File: src/rtl/volt_window_filter.sv
// volt_window_filter: boxcar moving average of 12-bit ADC samples over 2**LOG2_DEPTH entries.
// Optional macro SPIKE_REJECT_EN replaces outlier samples (|s - V_OUT| > SPIKE_THRESH) once filled.
module volt_window_filter #(
  parameter int LOG2_DEPTH   = 4,
  parameter int SPIKE_THRESH = 512
) (
  input  logic        CLK,
  input  logic        RST,
  input  logic        CLR,
  input  logic [11:0] SAMPLE_IN,
  input  logic        SAMPLE_VALID,
  output logic [11:0] V_OUT,
  output logic        V_VALID,
  output logic        FILLED,
  output logic [7:0]  SPIKE_CNT
);
  localparam int D = 1 << LOG2_DEPTH;
  localparam int SW = 12 + LOG2_DEPTH;
  localparam logic [LOG2_DEPTH:0] FULL = (LOG2_DEPTH + 1)'(D);
`ifdef SPIKE_REJECT_EN
  localparam bit SPIKE_ON = 1'b1;
`else
  localparam bit SPIKE_ON = 1'b0;
`endif
  logic [11:0] mem [D];
  logic [LOG2_DEPTH-1:0] wr_ptr;
  logic [SW-1:0] sum, sum_nxt;
  logic [LOG2_DEPTH:0] fill_cnt, fill_nxt;
  logic signed [12:0] diff;
  logic [11:0] mag, s_eff;
  logic spike;
  always_comb begin
    diff = $signed({1'b0, SAMPLE_IN}) - $signed({1'b0, V_OUT});
    mag = diff[12] ? 12'(-diff) : diff[11:0];
    spike = SPIKE_ON && FILLED && (int'(mag) > SPIKE_THRESH);
    s_eff = spike ? V_OUT : SAMPLE_IN;
    // the evicted entry is always part of sum, so this never underflows
    sum_nxt = sum + SW'(s_eff) - SW'(mem[wr_ptr]);
    fill_nxt = (fill_cnt == FULL) ? fill_cnt : fill_cnt + 1'b1;
  end
  assign FILLED = (fill_cnt == FULL);
  always_ff @(posedge CLK) begin
    if (RST || CLR) begin
      for (int i = 0; i < D; i++) mem[i] <= '0;
      sum      <= '0;
      wr_ptr   <= '0;
      fill_cnt <= '0;
      V_OUT    <= '0;
      V_VALID  <= 1'b0;
    end else begin
      V_VALID <= SAMPLE_VALID && (fill_nxt == FULL);
      if (SAMPLE_VALID) begin
        mem[wr_ptr] <= s_eff;
        sum         <= sum_nxt;
        wr_ptr      <= wr_ptr + 1'b1;
        fill_cnt    <= fill_nxt;
        V_OUT       <= sum_nxt[SW-1:LOG2_DEPTH];
      end
    end
  end
`ifdef SPIKE_REJECT_EN
  logic [7:0] spike_cnt;
  always_ff @(posedge CLK) begin
    if (RST) spike_cnt <= '0;
    else if (!CLR && SAMPLE_VALID && spike && spike_cnt != 8'hff) spike_cnt <= spike_cnt + 1'b1;
  end
  assign SPIKE_CNT = spike_cnt;
`else
  assign SPIKE_CNT = '0;
`endif
endmodule

File: config.mk
export PLATFORM = sky130hd
export DESIGN_NAME = volt_window_filter
export DESIGN_NICKNAME = d
export VERILOG_FILES = /design/src/rtl/volt_window_filter.sv
export SDC_FILE = /design/constraint.sdc
export NUM_CORES = 1
export LEC_CHECK = 0
export CAP_MARGIN = 10
export CORE_MARGIN = 2
export CORE_UTILIZATION = 30
export DETAILED_ROUTE_END_ITERATION = 6
export GPL_TIMING_DRIVEN = 0
export HOLD_SLACK_MARGIN = 0.12
export PLACE_DENSITY = 0.5
export SLEW_MARGIN = 20
export SYNTH_ARGS = -nofsm -noshare
export SYNTH_HDL_FRONTEND = slang
export SYNTH_SLANG_ARGS = --single-unit
File: constraint.sdc
create_clock -name CLK -period 7.4 [get_ports CLK]
set_input_delay 1.48 -clock CLK [delete_from_list [all_inputs] [get_ports CLK]]
set_output_delay 1.48 -clock CLK [all_outputs]
set_load 0.02 [all_outputs]
# ---- Word level (Yosys, flattened, before mapping)
# Memory sizes are Yosys's and may differ from the RTL's. A register that Yosys moved wholly into a read port is not among the register bits.
# Index checks and enable logic that the tools add are counted.
dict set report word_totals {
  rom_bits 0
  input_bits 16
  latchBits 0
  ram_bits 192
  regBits 38
  memories 1
}
dict set report op_classes {
  eq_ne 2
  n_reduce_logical 3
  n_mux 11
  n_addsub 4
  bitwise_logic 0
  shift 0
  n_lt_le_gt_ge 0
  n_div 0
  mul 0
}
# name depth width rd rd_clocked_by_memory_dff write_ports line_no
set mem_list {}
lappend mem_list {mem 16 12 1 1 16 25} ;# logic [11:0] mem [D];
# cell n
set op_table {}
lappend op_table {{16-bit by 12-bit adder with 16-bit output} 1}
lappend op_table {{16-bit by 12-bit subtractor with 16-bit output} 1}
lappend op_table {{12-bit 2-to-1 mux} 1}
lappend op_table {{4-bit 2-to-1 mux} 3}
lappend op_table {{12-bit OR reduction} 1}
lappend op_table {{5-bit equality test (second input constant)} 2}
lappend op_table {{1-bit 2-to-1 mux} 6}
lappend op_table {{5-bit by 1-bit adder with 5-bit output (second input constant)} 1}
lappend op_table {{5-bit 2-to-1 mux} 1}
lappend op_table {{4-bit by 1-bit adder with 4-bit output (second input constant)} 1}
lappend op_table {{1-bit logical AND} 1}
lappend op_table {{1-bit logical OR} 1}

# ---- Depth between registers and ports, before layout
dict set report depth {
  ltp_word 5
  ltp_mapped 15
  ltp_nobuf 13
}

# ---- Worst setup path before layout
# No wires, ideal clock.
dict set report synth_path {
  path_type {input port to flip-flop}
  start {in SAMPLE_IN[1]}
  end {reg V_OUT[6]}
  t_required_ns 7.340
  slack_ns 3.365
  arrival_ns 3.975
  path_buffers 1
  setup_ns 0.060
  stages 10
  cell_sequence {clkinv_1 clkbuf_1 fa_1 fa_1 and2b_1 o211ai_1 a21oi_2 o21ai_1 a2111oi_0 a311o_1}
}
dict set report synth_via {
  elab_chain_len 2
}
# item line_no
set synth_lines {}
lappend synth_lines {{from (decl)} 10} ;# input logic [11:0] SAMPLE_IN,
lappend synth_lines {{16-bit by 12-bit adder with 16-bit output} 38} ;# sum_nxt = sum + SW'(s_eff) - SW'(mem[wr_ptr]);
lappend synth_lines {{16-bit by 12-bit subtractor with 16-bit output} 38}
lappend synth_lines {{to (signal assigned)} 57} ;# V_OUT <= sum_nxt[SW-1:LOG2_DEPTH];
lappend synth_lines {{to (decl)} 12} ;# output logic [11:0] V_OUT,
# Every way passes these cells.
# A chain may end at the register's enable or synchronous reset.

# ---- Worst setup path after layout
# Same ends and word-level chain as after synthesis.

==> impl_metrics.yaml <==
global_route:
  overflow: 0
  gr-max-usage-layer: "met2"
  grt_max_degree: 14
  grt_antenna_before_repair: 0
  grt_pass1_wl_mm: 51.5
  grt_usage_pct: 18.1
  grt_pass1_vias: 7697
  met2_usage_pct: 29.3
  use_met1_pct: 25.7
  met3_usage_pct: 2.69
synth:
  yosys-top-cells-count: "edfxtp_1, nor3_1, clkbuf_1"
  yosysMostFrequentCell: "edfxtp_1"
  synthCells: 861
  yosysSeqAreaShare_pct: 57.2
  yosys-top-cells-area: "edfxtp_1, mux4_2, nor3_1"
  synth_cell_types: 56
  synth.avg_cell_area_um2: 12.9
  synthFlopType: "edfxtp_1"
  yosysWarnings: 0
  syn_area_um2: 11100
  synth_top_cell_by_area: "edfxtp_1"
  synth-seq-cells: 222
  async_reset_ff_share_pct: 0
  synth-edff-count: 192
  synth.top_cell.area_share_pct: 51.8
finish:
  antennaDiodeCount: 0
  drive_gt1_share_pct: 15.9
  fin_area_um2: 13100
  area_delta_synth_final_pct: 17.8
  fin_nets: 982
timing:
  fin_crit_sh_pct: 64.7
  finalHoldViolCount: 0
  clock_skew_ns: 0.0220
  final.min_clock_period_ns: 4.79
  slew_headroom_pct: 34.8
  worstMarginPinSlew_ns: 0.978
  fin_tns_setup_ns: 0
  setup_viol: 0
  rsz0062_at_grt: "false"
  max_freq_ghz: 0.209
  maxSlewViolCount: 0
placement:
  place_area_um2: 12200
  gp_congestion: 0.816
  port_buffers: 28
  dp_hpwl_mm: 23.6
clock_network:
  ctsResizeCount: 0
  cts_tree: "yes"
  cts_hold_buf: 0
  cts-buffers-inserted: 26
  insertion_delay_ns: 0.55
  cts_max_level: 1
  cts_setup_buffers: 0
  cts_buffer_depth: 3
  cts_root_buf: "clkbuf_16"
  cts.sinks: 222
  path_clk_slew_ns: 0.06
route:
  vias_per_cell: 5.41
  drc: 0
  drt_first_pass_iters: 5
  final_antenna_net_count: 0
  avgRoutedWirePerCell_um: 24.1
  vias: 7684
  drt_iter0_drc: 759
  wirelength_mm: 34.3
run:
  max_cap_viol_count: 0
floorplanning:
  std_cell_rows: 70
  ios: 38
  start_util_pct: 30.5
  die_h_um: 197
  die_x_um: 197
  die-area_um2: 38600
  coreArea_um2: 36500
pwr:
  p_leak_nw: 4.46
  ir_worst_vdd_mv: 0.165
  p_per_area_nw_per_um2: 250
  power_mw: 3.28
worst_setup_path:
  ff2ff_setup_slack_ns: 2.65
  critPathMaxFanout: 10
  cp.arrival_ns: 5.26
  cp-start-kind: "input port"
  worstSetupEndpointType: "flop"
  required_ns: 7.88
  critPathKind: "input port to flop"
min_path:
  hold_path_class: "flop to flop"
run_status:
  status: "complete, no violations"
sequential cells by signal (all words and copies together), names as in the netlist, named ones only:
register,flops
wr_ptr,4
V_OUT,12
V_VALID,1
fill_cnt,5
sum,4
mem,192
placed cells by master (no fill, tap or decap), types with 4 or more instances in the layout:
master and n:
edfxtp_1 192, nor3_1 152, clkbuf_1 78, mux4_2 59
inv_1 50, nor4_1 49, dfxtp_1 30, clkdlybuf4s50_1 28
nand3_1 26, clkbuf_16 26, nor2_1 22, ha_1 22
buf_4 20, clkinv_1 16, a21oi_1 15, o21ai_2 12
nand2_1 12, fa_1 12, o21ai_0 8, o211ai_1 8
conb_1 8, buf_6 7, buf_2 7, mux2i_1 6
xor2_1 6, xnor2_1 6, nand4_1 5, or3_1 5
bufinv_16 5, buf_8 4, o31ai_4 4, buf_1 4
a21o_1 4
routing by layer:
layer	wire length, um	share of wire [%]
met5	0	0
met4	753	2.2
met3	2360	6.9
met2	16100	47
met1	15100	44
area by class of cell:
type / count / area, um2
repair buffers: 36 / 378
fillers: 3557 / 23400
flip-flops and latches: 222 / 6370
clock buffers: 33 / 677
inverters: 61 / 229
plain buffers: 105 / 508
clock inverters: 15 / 211
well taps: 468 / 586
multi-input cells: 480 / 4150
per-stage QoR:
stage          worst slack [ns]  cells  util (%)  hold WS, ns
2_1_floorplan              3.36    868         -        0.446
3_5_place_dp               2.12   1372      33.4        0.472
5_1_grt                    2.29   1420      35.9        0.519
3_3_place_gp               1.77   1364      32.9        0.467
4_1_cts                    2.67   1420      35.9        0.481
6_report                   2.61   1420      35.9        0.478
logic make-up after synthesis:
| logic type | after synthesis | share of synthesized area (%) |
|---|---|---|
| compound gates | 73 | 4.31 |
| flops | 222 | 57.2 |
| simple gates | 287 | 13.5 |
| buf+inv | 166 | 6.62 |
| xor+xnor | 12 | 0.945 |
| mux | 66 | 12.7 |
| fa+ha+maj | 34 | 4.63 |
| other cells | 1 | 0.0337 |
worst paths after layout:
check / start / end / cells after the start
setup / recovery: SAMPLE_IN[1] / V_OUT[6] / 11
hold / removal: V_OUT[11] / V_OUT[11] / 2
setup reg to reg: flop / V_OUT[6] / 12
hold reg to reg: V_OUT[11] / V_OUT[11] / 2
worst max-delay path, cell delays in order:
cell,delay (ns)
clkdlybuf4s50_1,0.40
clkinv_1,0.20
clkbuf_1,0.71
fa_1,0.57
fa_1,0.44
and2b_1,0.25
o211ai_1,0.15
a21oi_2,0.25
o21ai_1,0.16
a2111oi_0,0.46
a311o_1,0.18
where the power goes:
group / internal (mW) / switching [mW]
Sequential: 1.41 / 0.0246
Clock: 0.822 / 0.537
Combinational: 0.193 / 0.287
(Power assumes the default switching activity.)
